==> config.mk <==
export PLATFORM = sky130hd
export DESIGN_NAME = fifo_rd_stream
export DESIGN_NICKNAME = d
export VERILOG_FILES = /design/src/rtl/fifo_rd_stream.sv
export SDC_FILE = /design/constraint.sdc
export NUM_CORES = 1
export LEC_CHECK = 0
export CELL_PAD_IN_SITES_DETAIL_PLACEMENT = 1
export CELL_PAD_IN_SITES_GLOBAL_PLACEMENT = 2
export CORE_MARGIN = 2
export CORE_UTILIZATION = 41
export CTS_CLUSTER_SIZE = 12
export DETAILED_ROUTE_END_ITERATION = 16
export PLACE_DENSITY = 0.89
export SLEW_MARGIN = 20
export SYNTH_ARGS = -nofsm -noshare
export SYNTH_HDL_FRONTEND = slang
export SYNTH_SLANG_ARGS = --single-unit
==> constraint.sdc <==
create_clock -name rd_clk -period 7.6 [get_ports rd_clk]
set_input_delay 1.52 -clock rd_clk [delete_from_list [all_inputs] [get_ports rd_clk]]
set_output_delay 1.52 -clock rd_clk [all_outputs]
set_load 0.1 [all_outputs]
==> src/rtl/fifo_rd_stream.sv <==
// Read-side drain stage for a standard-mode FIFO: issues reads, hides the one-cycle
// read latency in a small prefetch buffer and emits fixed-length framed stream bursts.
module fifo_rd_stream #(
  parameter int DATA_WIDTH      = 32,
  parameter int BUF_DEPTH       = 4,
  parameter int BURST_LEN       = 16,
  parameter int FRAME_CNT_WIDTH = 16
) (
  input  logic                               rd_clk,
  input  logic                               rst,
  input  logic                               fifo_empty,
  input  logic                               fifo_valid,
  input  logic [DATA_WIDTH-1:0]              fifo_dout,
  output logic                               fifo_rd_en,
  output logic                               m_valid,
  input  logic                               m_ready,
  output logic [DATA_WIDTH-1:0]              m_data,
  output logic                               m_last,
  output logic [FRAME_CNT_WIDTH-1:0]         frame_cnt,
  output logic [$clog2(BUF_DEPTH+1)-1:0]     buf_level,
  output logic                               ovf_err
);

  localparam int AW = (BUF_DEPTH > 1) ? $clog2(BUF_DEPTH) : 1;
  localparam int LW = $clog2(BUF_DEPTH + 1);
  localparam int BW = (BURST_LEN > 1) ? $clog2(BURST_LEN) : 1;
  localparam logic [LW-1:0] OCC_FULL  = LW'(BUF_DEPTH);
  localparam logic [BW-1:0] BEAT_LAST = BW'(BURST_LEN - 1);

  logic [DATA_WIDTH-1:0]      mem_q [BUF_DEPTH];
  logic [DATA_WIDTH-1:0]      mem_d [BUF_DEPTH];
  logic [AW-1:0]              hptr_q, hptr_d, tptr_q, tptr_d;
  logic [LW-1:0]              occ_q, occ_d;
  logic                       pend_q, pend_d;
  logic [BW-1:0]              beat_q, beat_d;
  logic [FRAME_CNT_WIDTH-1:0] frame_cnt_q, frame_cnt_d;
  logic                       ovf_q, ovf_d;
  logic                       rd_en_c, pop_c, push_ok_c;

  // Stream handshake: a beat transfers on a cycle where m_valid && m_ready; once
  // m_valid is high, m_data/m_last stay put until that transfer happens.
  always_comb begin
    rd_en_c   = !rst && !fifo_empty &&
                (({1'b0, occ_q} + {{LW{1'b0}}, pend_q}) < (LW + 1)'(BUF_DEPTH));
    pop_c     = (occ_q != '0) && m_ready;
    // At full, an incoming word is only kept if a beat leaves in the same cycle.
    push_ok_c = fifo_valid && ((occ_q != OCC_FULL) || pop_c);

    mem_d = mem_q;
    if (push_ok_c) mem_d[tptr_q] = fifo_dout;

    tptr_d      = tptr_q + AW'(push_ok_c);
    hptr_d      = hptr_q + AW'(pop_c);
    occ_d       = occ_q + LW'(push_ok_c) - LW'(pop_c);
    pend_d      = rd_en_c;
    ovf_d       = ovf_q | (fifo_valid && !push_ok_c);
    beat_d      = beat_q;
    frame_cnt_d = frame_cnt_q;
    if (pop_c) begin
      if (beat_q == BEAT_LAST) begin
        beat_d      = '0;
        frame_cnt_d = frame_cnt_q + FRAME_CNT_WIDTH'(1);
      end else begin
        beat_d = beat_q + BW'(1);
      end
    end
  end

  always_ff @(posedge rd_clk or posedge rst) begin
    if (rst) begin
      for (int i = 0; i < BUF_DEPTH; i++) mem_q[i] <= '0;
      hptr_q      <= '0;
      tptr_q      <= '0;
      occ_q       <= '0;
      pend_q      <= 1'b0;
      beat_q      <= '0;
      frame_cnt_q <= '0;
      ovf_q       <= 1'b0;
    end else begin
      for (int i = 0; i < BUF_DEPTH; i++) mem_q[i] <= mem_d[i];
      hptr_q      <= hptr_d;
      tptr_q      <= tptr_d;
      occ_q       <= occ_d;
      pend_q      <= pend_d;
      beat_q      <= beat_d;
      frame_cnt_q <= frame_cnt_d;
      ovf_q       <= ovf_d;
    end
  end

  always_comb begin
    fifo_rd_en = rd_en_c;
    m_valid    = (occ_q != '0);
    m_data     = mem_q[hptr_q];
    m_last     = (occ_q != '0) && (beat_q == BEAT_LAST);
    frame_cnt  = frame_cnt_q;
    buf_level  = occ_q;
    ovf_err    = ovf_q;
  end

endmodule

==> run_results.csv, run 1 <==
group,metric,value,unit
outcome,run_status,"finished, final reports clean",
logic_synthesis,synth-main-ff-cell,"dfrtp_1",
clocking,clk_path_buf_depth,2,
die,core-area,17400,um2
critical_path,path_depth,3,
die,die_w,138,um
logic_synthesis,synth_edf_count,0,
logic_synthesis,synthCells,421,
cells_and_area,diodes,0,
clocking,cts_made_buffers,17,
sta,finalSetupViolCount,0,
logic_synthesis,synth_top_area_share,53.4,%
critical_path,timing.rr.end,"mem_q[89]$_DFFE_PP0P_",
clocking,tritoncts,"yes",
die,dieArea,19000,um2
critical_path,cp_max_fo,2,
critical_path,endpoint,"fifo_rd_en",
critical_path,cp.required,6.08,ns
sta,timing.final.crit_share,65.4,%
routing,drcViolationCount,0,
die,initial_utilization,42.2,%
cells_and_area,area_delta_synth_final,22.0,%
critical_path,r2r-start,"buf_level[1]$_DFF_PP0_",
critical_path,critPathMostFrequentCell,"clkdlybuf4s50_1",
routing,routedWlPerCell,21.1,um
clocking,cts-resized-gates,0,
critical_path,path_class,"in2out",
clocking,post-cts-setup-buffers,0,
critical_path,critPathArrivalTime,3.45,ns
logic_synthesis,ys_seq_elements,157,
sta,worst_pin_slew,1.03,ns
sta,finalHoldViolCount,0,
clocking,cts-root-buf,"clkbuf_16",
critical_path,worst-r2r-cell-count,4,
cells_and_area,final_nets,557,
grt,antenna_found_initial,0,
clocking,holdBufCountCts,0,
logic_synthesis,synth.avg_cell_area,17.5,um2
critical_path,crit_buf_inv,2,
critical_path,cp_slowest_cell,"clkdlybuf4s50_1",
logic_synthesis,async_flop_share,100,%
logic_synthesis,yosysTopAreaCell,"dfrtp_1",
placement,gp_congestion,0.744,
grt,grt_overflow,0,
die,die_h,138,um
min_path,hold_path.class,"reg2reg",
critical_path,critical_path.startpoint,"rst",
critical_path,endpoint_kind,"output port",
logic_synthesis,synth_area_leaders,"dfrtp_1, mux2_4, mux4_2",
clocking,clk_pin_slew,0.06,ns
sta,setup_tns,0,ns
critical_path,path_cells,"clkdlybuf4s50_1 -> nor3_1 -> clkdlybuf4s50_1",
logic_synthesis,yosys_warnings,0,
placement,io_buffer_count,91,
critical_path,slowest_delay,1.17,ns
sta,timing.final.crit_period,4.97,ns
critical_path,crit_family,"buffers and inverters",
sta,slew_headroom,31.4,%
sta,skew,0.00744,ns
sta,fmax,201,MHz
routing,drtPass1Iterations,4,
cells_and_area,fillers,1645,
clocking,clk_latency,0.43,ns
sta,finalMaxSlewViolations,0,
logic_synthesis,ys_seq_area_share,53.4,%
clocking,h-tree-depth,4,
logic_synthesis,syn-num-nets,466,
placement,dp_hpwl,9230,um
grt,grt_use_total,18.4,%
job,maxCapViolations,0,
routing,via_count,3907,
critical_path,rrSetupSlack,5.03,ns
sta,rsz0062_at_grt,"no",
routing,first_iter_violations,168,
die,rows,48,
routing,antenna_left,0,
logic_synthesis,yosysUniqueCellTypes,37,
routing,wl,15800,um
die,ios,92,
logic_synthesis,netlist_area,7360,um2
grt,grt_pass1_wl,26000,um
grt,grt_pass1_vias,4587,
cells_and_area,drive_above_1_share,38.7,%
grt,grt_max_degree,81,
clocking,cts.sinks,157,
critical_path,start_kind,"input pin",
routing,via_per_inst,5.22,
[cells by family after synthesis]
group	share of synthesized area, %
xor gates and xnor gates	2.26
muxes	34.1
DFF	53.4
AOI/OAI and AO/OA	0.884
and+or+nand+nor	4.03
adders and majority gates	1.46
buffers and inverters	3.83
[Yosys cell counts (all sizes together), types with 5 or more instances]
| master | n |
|---|---|
| buf | 16 |
| inv | 6 |
| mux4 | 32 |
| nand4 | 8 |
| nand3 | 7 |
| mux2 | 129 |
| xor2 | 5 |
| dfrtp | 157 |
| clkbuf | 5 |
| nand2 | 12 |
| xnor2 | 14 |
| ha | 7 |
[flip-flops by register name (all words and copies together) (netlist names)]
signal / flops
pend_q: 1
ovf_err: 1
hptr_q: 2
beat_q: 4
frame_cnt: 16
mem_q: 128
tptr_q: 2
buf_level: 3
[layer usage]
layer	GRT usage [%]	vias to the layer above	wire length [um]
met4	4.76	0	166
met1	23.7	2098	6850
met2	30.7	68	8130
met3	5.52	14	635
li1	-	1727	-
met5	0	-	0
[metrics by stage]
step	utilization [%]	cells	instance area, um2	hold slack [ns]	setup slack [ns]
after global placement	47.7	718	8310	0.444	2.65
final	51.5	749	8980	0.480	2.63
after floorplan	-	421	7360	0.446	1.85
after CTS	51.5	749	8970	0.481	2.61
after detailed placement	47.7	718	8310	0.459	2.63
after global routing	51.5	749	8980	0.484	2.53
[layout by cell type, fill, tap and decap left out, drive strengths merged, types with 5 or more instances in the layout]
| cell type | netlist | routed |
|---|---|---|
| clkinv | 0 | 6 |
| xnor2 | 14 | 14 |
| bufinv | 0 | 6 |
| mux2 | 129 | 129 |
| nand4 | 8 | 8 |
| dfrtp | 157 | 157 |
| ha | 7 | 7 |
| mux4 | 32 | 32 |
| clkdlybuf4s50 | 0 | 91 |
| nand3 | 7 | 7 |
| clkbuf | 5 | 19 |
| nand2 | 12 | 12 |
| xor2 | 5 | 5 |
| inv | 6 | 6 |
[layout make-up]
class	count	area, um2	area share (%)
Sequential cell	157	3930	43.8
Multi-Input combinational cell	237	3150	35.1
Timing Repair Buffer	93	930	10.4
Clock buffer	19	443	4.93
Tap cell	225	282	3.14
Clock inverter	12	218	2.43
Inverter	6	27.5	0.307
[worst register-to-register path, stage by stage (launching register included)]
cell	delay [ns]
dfrtp_1	0.57
nor4b_2	0.13
nor2b_2	0.48
nand3b_4	0.72
mux2_4	0.55
[worst min-delay path by stage]
stage	start	end	slack [ns]	cells after the start
final	ovf_err$_DFF_PP0_	ovf_err$_DFF_PP0_	0.48	1
after global routing	ovf_err$_DFF_PP0_	ovf_err$_DFF_PP0_	0.48	1
after CTS	ovf_err$_DFF_PP0_	ovf_err$_DFF_PP0_	0.48	1
after detailed placement	ovf_err$_DFF_PP0_	ovf_err$_DFF_PP0_	0.46	1
after global placement	ovf_err$_DFF_PP0_	ovf_err$_DFF_PP0_	0.44	1
after floorplan	beat_q[3]$_DFFE_PP0N_	beat_q[3]$_DFFE_PP0N_	0.45	1
Power of run 1 is not shown: default switching activity piles up to over one toggle a cycle in this logic, so the estimate is an artifact.
==> run 2, diff against run 1 <==
- clock period: 7.6 -> 4.7 ns (I/O delays scaled with it)
==> run_results.csv, run 2 (synthesis gave the netlist of run 1 again) <==
group,metric,value,unit
grt,grt_pass1_vias,4700,
routing,routedWlPerCell,21.1,um
placement,io_buffer_count,91,
critical_path,crit_buf_inv,1,
critical_path,r2r-start,"buf_level[1]$_DFF_PP0_",
critical_path,worst-r2r-cell-count,4,
sta,timing.final.crit_period,3.90,ns
routing,via_per_inst,5.24,
sta,setup_tns,0,ns
sta,finalSetupViolCount,0,
cells_and_area,diodes,0,
critical_path,rrSetupSlack,2.20,ns
critical_path,start_kind,"register",
die,rows,48,
clocking,post-cts-setup-buffers,0,
min_path,worstHoldStart,"ovf_err$_DFF_PP0_",
critical_path,slowest_delay,1.15,ns
min_path,holdPathStages,1,
die,die_w,138,um
min_path,hold_path.class,"reg2reg",
clocking,cts-resized-gates,0,
critical_path,endpoint_kind,"output port",
cells_and_area,fin_util,51.4,%
critical_path,critical_path.startpoint,"hptr_q[1]$_DFF_PP0_",
die,core-area,17400,um2
critical_path,cp_max_fo,33,
routing,via_count,3946,
grt,grt_overflow,0,
die,initial_utilization,42.2,%
sta,slew_headroom,34.1,%
critical_path,cp.required,3.76,ns
critical_path,path_class,"reg2out",
cells_and_area,mostFrequentLayoutCell,"dfrtp_1",
sta,finalHoldViolCount,0,
routing,drcViolationCount,0,
sta,worst_pin_slew,0.985,ns
critical_path,cp_slowest_cell,"clkdlybuf4s50_1",
grt,grt_pass1_wl,25700,um
clocking,clk_pin_slew,0.06,ns
die,die_h,138,um
die,dieArea,19000,um2
sta,rsz0062_at_grt,"no",
placement,gp_congestion,0.723,
clocking,cts-root-buf,"clkbuf_16",
routing,first_iter_violations,104,
outcome,run_status,"finished, final reports clean",
job,maxCapViolations,0,
clocking,holdBufCountCts,0,
routing,antenna_left,0,
cells_and_area,regMostFlops,"mem_q",
grt,antenna_found_initial,0,
critical_path,crit_family,"buffers and inverters",
clocking,tritoncts,"yes",
sta,timing.final.crit_share,83.0,%
sta,finalMaxSlewViolations,0,
cells_and_area,largest_reg_flops,128,
sta,hold_slack,0.466,ns
cells_and_area,final_nets,560,
min_path,worstHoldEndpoint,"ovf_err$_DFF_PP0_",
routing,drtPass1Iterations,4,
cells_and_area,drive_above_1_share,39.2,%
clocking,clk_latency,0.42,ns
critical_path,timing.rr.end,"mem_q[67]$_DFFE_PP0P_",
grt,grt_use_total,18.0,%
cells_and_area,layout_common_cells,"dfrtp_1, mux2_4, clkdlybuf4s50_1",
clocking,cts_made_buffers,17,
critical_path,critPathArrivalTime,2.96,ns
placement,dp_hpwl,9960,um
sta,skew,0.0108,ns
clocking,cts.sinks,157,
critical_path,path_cells,"mux4_2 -> clkdlybuf4s50_1",
cells_and_area,area_delta_synth_final,21.7,%
die,ios,92,
sta,fmax,256,MHz
clocking,clk_path_buf_depth,2,
routing,wl,15900,um
grt,grt_max_degree,71,
clocking,h-tree-depth,4,
run 2: changes by cell type in the layout (fill, tap and decap cells not counted), sizes merged:
cell           change
buf                +6
clkdlybuf4s50      -3
inv                -1
clkinvlp           +1
clkbuf             +6
bufinv             -4
clkinv             -1
run 2: layout make-up:
cell class / instances / area, um2
Inverter: 6 / 26.3
Sequential cell: 157 / 3930
Timing Repair Buffer: 96 / 986
Clock inverter: 7 / 85.1
Tap cell: 225 / 282
Clock buffer: 25 / 495
Fill cell: 1649 / 8460
Multi-Input combinational cell: 237 / 3150
run 2: worst max-delay path by stage:
stage                             to  slack (ns)  depth (start not counted)
after global routing      m_data[29]        0.72                          2
after detailed placement   m_data[2]        1.23                          2
after CTS                 m_data[29]        0.78                          2
after global placement     m_data[2]        1.22                          2
final                     m_data[29]        0.80                          2
after floorplan           fifo_rd_en        0.04                          4
run 2: worst register-to-register path, delay by kind of cell (launching register included):
| family | cells | cell delay (ns) |
|---|---|---|
| DFF | 1 | 0.56 |
| and+or+nand+nor | 3 | 1.26 |
| muxes | 1 | 0.56 |
run 2: stage by stage:
step / std cells / instance area [um2] / setup slack (ns)
floorplan: 421 / 7360 / 0.0440
global placement: 720 / 8340 / 1.22
detailed placement: 721 / 8370 / 1.23
CTS: 753 / 8950 / 0.785
finish: 753 / 8950 / 0.799
global route: 753 / 8950 / 0.722
run 2: metal layers:
| metal | vias to the layer above | GRT usage [%] | part of all wire (%) |
|---|---|---|---|
| met3 | 13 | 4.75 | 3.3 |
| met4 | 0 | 5.27 | 1.1 |
| met5 | - | 0 | 0 |
| met1 | 2128 | 22.7 | 44 |
| met2 | 74 | 30.6 | 52 |
| li1 | 1731 | - | - |
Power of run 2 is left out for the same reason.
==> patch 1: new RTL, config.mk and constraints of run 2 <==
Register the output `frame_cnt`, without a reset; this adds one clock of latency there. The other outputs are not delayed to match.
--- a/src/rtl/fifo_rd_stream.sv
+++ b/src/rtl/fifo_rd_stream.sv
@@ -26,6 +26,8 @@
   localparam int BW = (BURST_LEN > 1) ? $clog2(BURST_LEN) : 1;
   localparam logic [LW-1:0] OCC_FULL  = LW'(BUF_DEPTH);
   localparam logic [BW-1:0] BEAT_LAST = BW'(BURST_LEN - 1);
+
+  logic [FRAME_CNT_WIDTH-1:0] frame_cnt_c;
 
   logic [DATA_WIDTH-1:0]      mem_q [BUF_DEPTH];
   logic [DATA_WIDTH-1:0]      mem_d [BUF_DEPTH];
@@ -93,10 +95,14 @@
     m_valid    = (occ_q != '0);
     m_data     = mem_q[hptr_q];
     m_last     = (occ_q != '0) && (beat_q == BEAT_LAST);
-    frame_cnt  = frame_cnt_q;
+    frame_cnt_c = frame_cnt_q;
     buf_level  = occ_q;
     ovf_err    = ovf_q;
   end
 
+  always_ff @(posedge rd_clk) begin
+    frame_cnt <= frame_cnt_c;
+  end
+
 endmodule
 
Function: same outputs for any inputs over 4 cycles, from zero or initial values and one cycle with rst high; that may be too few to reach the edited logic, so the function may still have changed.
==> patch 1 against run 2 <==
Die area up 4.5%. Critical endpoint is now m_data[7]. Cell area increased by 4.2%. Non-clock buffer count shrank 3. Wire length increased by 1.1%. Setup slack worse by 0.028 ns. Sequential cell count grew 16. Synthesized cell count is 6.2% higher. Register-to-register slack got worse by 0.04 ns. Synthesized area rose by 4.6%. Maximum frequency shrank 0.72%. Final cell count rose by 4.2%. Largest cell class unchanged.
Power is left out: the tool's default activity adds up to more than one toggle a clock period on the data nets, which glitch-free logic cannot reach.
==> patch 1: results (changes against run 2) <==
| Metric | Value |
|---|---|
| IO Port Bufs | `91 (unchanged)` |
| Vias/cell | `5.21 (-0.67%)` |
| Initial Util | `0.414 (-0.00807)` |
| Hold Startpoint | `frame_cnt_c[15]` |
| Final HPWL DP | `9.79 mm (-1.6%)` |
| Count of different cell masters after synthesis | `36 (-2.7%)` |
| Top FF cell, synth | `dfrtp_1` |
| Mean post-synth cell area | `17.2 sq um (-1.4%)` |
| Antenna violations before repair | `0 (unchanged)` |
| Hold Path Sink | `frame_cnt[15]` |
| Top cells by count, synth | `dfrtp_1 (157), mux2_4 (90), mux2_2 (38)` |
| CTS Buf Count | `17 (unchanged)` |
| Design area | `0.00933 sq mm (+4.2%)` |
| Fin Setup TNS | `0 ns (unchanged)` |
| Hold_ws | `0.399 ns (-0.0668 ns)` |
| Crit Reg-Reg Startpoint | `buf_level[2]` |
| All-Layer GR Usage | `0.174 (-0.00633)` |
| DP Area | `0.00869 sq mm (+3.8%)` |
| Worst-skew pair later-pin latency | `0.42 ns (about the same)` |
| DR pass1 iterations | `4 (unchanged)` |
| FF-to-FF setup slack | `2.16 ns (-0.04 ns)` |
| Vias in the first global route | `4728 (+0.60%)` |
| Drt wl/cell | `20.4 microns (-3.0%)` |
| FFs w/ async S/R, synth | `0.908 (-0.0925)` |
| Resize count post-CTS | `0 (unchanged)` |
| Ant diodes | `0 (unchanged)` |
| Reg with most FFs | `mem_q` |
| Hold path depth | `0 (-1)` |
| Layout Nets | `583 (+4.1%)` |
| # H-tree levels | `4 (unchanged)` |
| Worst-path clk slew | `0.06 ns (about the same)` |
| Post-Place Worst Slack | `1.21 ns (-0.0245 ns)` |
| Post-Place Cells | `753 (+4.4%)` |
| Worst Max-Slew Pin Slew | `0.994 ns (+0.00816 ns)` |
| Critical R2R Capture | `mem_q[95]` |
| Post-Layout Cell Count | `785 (+4.2%)` |
| Max clock buf depth | `2 (unchanged)` |
| DRT iter0 DRCs | `197 (+89%)` |
| Peak fanout along the critical path | `33 (unchanged)` |
| Largest net degree at the start of global routing | `158 (+120%)` |
| Final setup viols | `0 (unchanged)` |
| Status | `complete, no violations` |
| Antenna Violating Nets Remaining | `0 (unchanged)` |
| Root buffer cell | `clkbuf_16` |
| Reg2Reg Depth | `4 (unchanged)` |
| Synth warnings | `0 (unchanged)` |
| Share of cells above drive strength 1 | `0.372 (-0.0200)` |
| Arrival @ worst endpoint | `2.99 ns (+0.03 ns)` |
| Fillers | `1754 (+6.4%)` |
| Syn nets | `492 (+5.6%)` |
| Seq/Total Area, Yosys | `0.552 (+0.0179)` |
| Setup bufs post-CTS | `0 (unchanged)` |
| Final Skew | `0.0124 ns (+0.00156 ns)` |
| Max reg flops | `128 (unchanged)` |
| Synth top area cells | `dfrtp_1 (51%), mux2_4 (18%), mux4_2 (9.4%)` |
| GP Congestion | `0.743 (+2.7%)` |
| Slew Limit Fails | `0 (unchanged)` |
| Worst min path class | `reg -> reg` |
| Global-route wire length before repair | `26.6 mm (+3.3%)` |
==> patch 1: cell count changes after synthesis, sizes merged, moves of 3 or more <==
cell | before | now
xor2 | 5 | 9
nand4 | 8 | 3
xnor2 | 14 | 10
nor3 | 1 | 7
dfxtp | 0 | 16
nand3 | 7 | 10
==> patch 1: worst max-delay path by stage <==
stage / start / to / slack (ns) / cells after the start
after floorplan: buf_level[1] / fifo_rd_en / 0.04 / 4
after global placement: hptr_q[0] / m_data[12] / 1.22 / 3
after detailed placement: hptr_q[1] / m_data[7] / 1.21 / 2
after CTS: hptr_q[0] / m_data[11] / 0.74 / 3
after global routing: hptr_q[0] / m_data[11] / 0.67 / 3
final: hptr_q[1] / m_data[7] / 0.77 / 2
==> patch 1: layout make-up <==
| type | instances | share of cell area |
|---|---|---|
| flip-flops and latches | 173 | 0.456 |
| multi-input cells | 245 | 0.339 |
| repair buffers | 93 | 0.102 |
| clock buffers | 26 | 0.0615 |
| well taps | 234 | 0.0314 |
| clock inverters | 6 | 0.00698 |
| inverters | 8 | 0.00362 |
==> patch 1: layer usage <==
metal | global-route usage | wire [microns] | vias up | part of all wire
li1 | - | - | 1798 | -
met1 | 0.221 | 7160 | 2204 | 0.45
met2 | 0.293 | 8150 | 71 | 0.51
met3 | 0.0428 | 486 | 13 | 0.030
met4 | 0.0579 | 250 | 0 | 0.016
met5 | 0 | 0 | - | 0
==> patch 1: cells by family after synthesis <==
kind of cell / synth area share
compound gates: 0.00894
fa+ha+maj: 0.0140
mux: 0.326
buf+inv: 0.0375
xor+xnor: 0.0216
simple gates: 0.0398
flops: 0.552
==> patch 1: critical path: stages (launching register included) <==
cell             delay, ns
dfrtp_2               0.99
mux4_2                0.42
clkdlybuf4s50_1       1.15
==> patch 2: new RTL, flow settings as in run 2 <==
Made on the original files. Set the parameter `FRAME_CNT_WIDTH` to 14 (it was 16).
--- a/src/rtl/fifo_rd_stream.sv
+++ b/src/rtl/fifo_rd_stream.sv
@@ -4,7 +4,7 @@
   parameter int DATA_WIDTH      = 32,
   parameter int BUF_DEPTH       = 4,
   parameter int BURST_LEN       = 16,
-  parameter int FRAME_CNT_WIDTH = 16
+  parameter int FRAME_CNT_WIDTH = 14
 ) (
   input  logic                               rd_clk,
   input  logic                               rst,
Ports: changed (resized frame_cnt); port bits go from 92 to 90. No check against the original RTL was run, so the function may have changed too.
==> patch 2 against run 2 <==
Setup slack gained 0.064 ns. Cell area shrank 1.4%. Wire length shrank 2.1%. Sequential cell count shrank 2. Synthesized area shrank 0.92%.
Power is left out: the tool's default activity adds up to more than one toggle a clock period on the data nets, which glitch-free logic cannot reach.
==> patch 2: results (changes against run 2) <==
| Metric | Value |
|---|---|
| DRT iter0 DRCs | `123 (+18%)` |
| Setup bufs post-CTS | `0 (unchanged)` |
| Share of cells above drive strength 1 | `0.391 (-0.000824)` |
| Syn nets | `467 (+0.21%)` |
| IO Port Bufs | `89 (-2.2%)` |
| Vias | `3900 (-1.2%)` |
| Met3 wire len | `504 microns (-3.3%)` |
| Post-Place Cells | `717 (-0.55%)` |
| Met3 Usage GRT | `0.0368 (-0.0107)` |
| Seq/Total Area, Yosys | `0.532 (-0.00192)` |
| Grt met1 use | `0.229 (+0.00168)` |
| Layout Nets | `556 (-0.71%)` |
| Synth top area cells | `dfrtp_1 (53%), mux2_4 (19%), mux4_2 (9.9%)` |
| Critical Path Start | `hptr_q[0]` |
| # H-tree levels | `4 (unchanged)` |
| Mean post-synth cell area | `17.3 sq um (-1.2%)` |
| Final HPWL DP | `9.56 mm (-4.0%)` |
| Drt wl/cell | `20.7 microns (-1.6%)` |
| Capture point of the critical path | `m_data[29]` |
| GP Congestion | `0.755 (+4.3%)` |
| Post-Place Worst Slack | `1.23 ns (-0.00147 ns)` |
| FFs w/ async S/R, synth | `1.00 (unchanged)` |
| Ant diodes | `0 (unchanged)` |
| Reg2Reg Depth | `4 (unchanged)` |
| Top cells by count, synth | `dfrtp_1 (155), mux2_4 (90), mux2_2 (38)` |
| Worst min path class | `reg -> reg` |
| Global-route wire length before repair | `25.8 mm (+0.27%)` |
| Crit Reg-Reg Startpoint | `buf_level[2]` |
| Vias in the first global route | `4661 (-0.83%)` |
| Worst Max-Slew Pin Slew | `1.01 ns (+0.0275 ns)` |
| All-Layer GR Usage | `0.182 (+0.00151)` |
| Resize count post-CTS | `0 (unchanged)` |
| Hold Path Sink | `ovf_err` |
| Peak fanout along the critical path | `22 (-33%)` |
| Count of different cell masters after synthesis | `36 (-2.7%)` |
| Hold_ws | `0.465 ns (-0.000904 ns)` |
| Arrival @ worst endpoint | `2.90 ns (-0.06 ns)` |
| Worst setup SP type | `register` |
| Met2 Usage GRT | `0.315 (+0.00981)` |
| Max clock buf depth | `2 (unchanged)` |
| Largest net degree at the start of global routing | `156 (+120%)` |
| Antenna violations before repair | `0 (unchanged)` |
| Worst-path clk slew | `0.06 ns (about the same)` |
| Metal2 WL | `8.09 mm (-1.8%)` |
| Fillers | `1622 (-1.6%)` |
| Vias/cell | `5.21 (-0.64%)` |
| DP Area | `0.00824 sq mm (-1.6%)` |
| Status | `complete, no violations` |
| FF-to-FF setup slack | `2.19 ns` |
| Max reg flops | `128 (unchanged)` |
| Root buffer cell | `clkbuf_16` |
| Final Skew | `0.00830 ns (-0.00250 ns)` |
| Reg with most FFs | `mem_q` |
| Critical R2R Capture | `mem_q[44]` |
| Metal-1 WL | `6.76 mm (-2.5%)` |
| CTS Buf Count | `17 (unchanged)` |
| Tmin final | `3.84 ns (-0.0636 ns)` |
[patch 2: final cells by class]
cell class / instances / area (sq um) / area share
inverters: 6 / 26.3 / 0.00298
flip-flops and latches: 155 / 3880 / 0.440
clock buffers: 20 / 447 / 0.0506
multi-input cells: 240 / 3130 / 0.354
repair buffers: 91 / 923 / 0.105
clock inverters: 12 / 140 / 0.0159
well taps: 225 / 282 / 0.0319
[patch 2: cells by family after synthesis]
kind of cell    count (synthesis)  share of synthesized area
xor+xnor                       17                     0.0204
compound gates                  6                    0.00738
mux                           162                      0.346
buf+inv                        27                     0.0386
fa+ha+maj                       8                     0.0148
flops                         155                      0.532
simple gates                   47                     0.0409
[patch 2: critical path, stage by stage, from the launching register on]
cell and delay, ns:
dfrtp_2 0.64, buf_12 0.27, mux4_2 0.55, clkdlybuf4s50_1 0.99
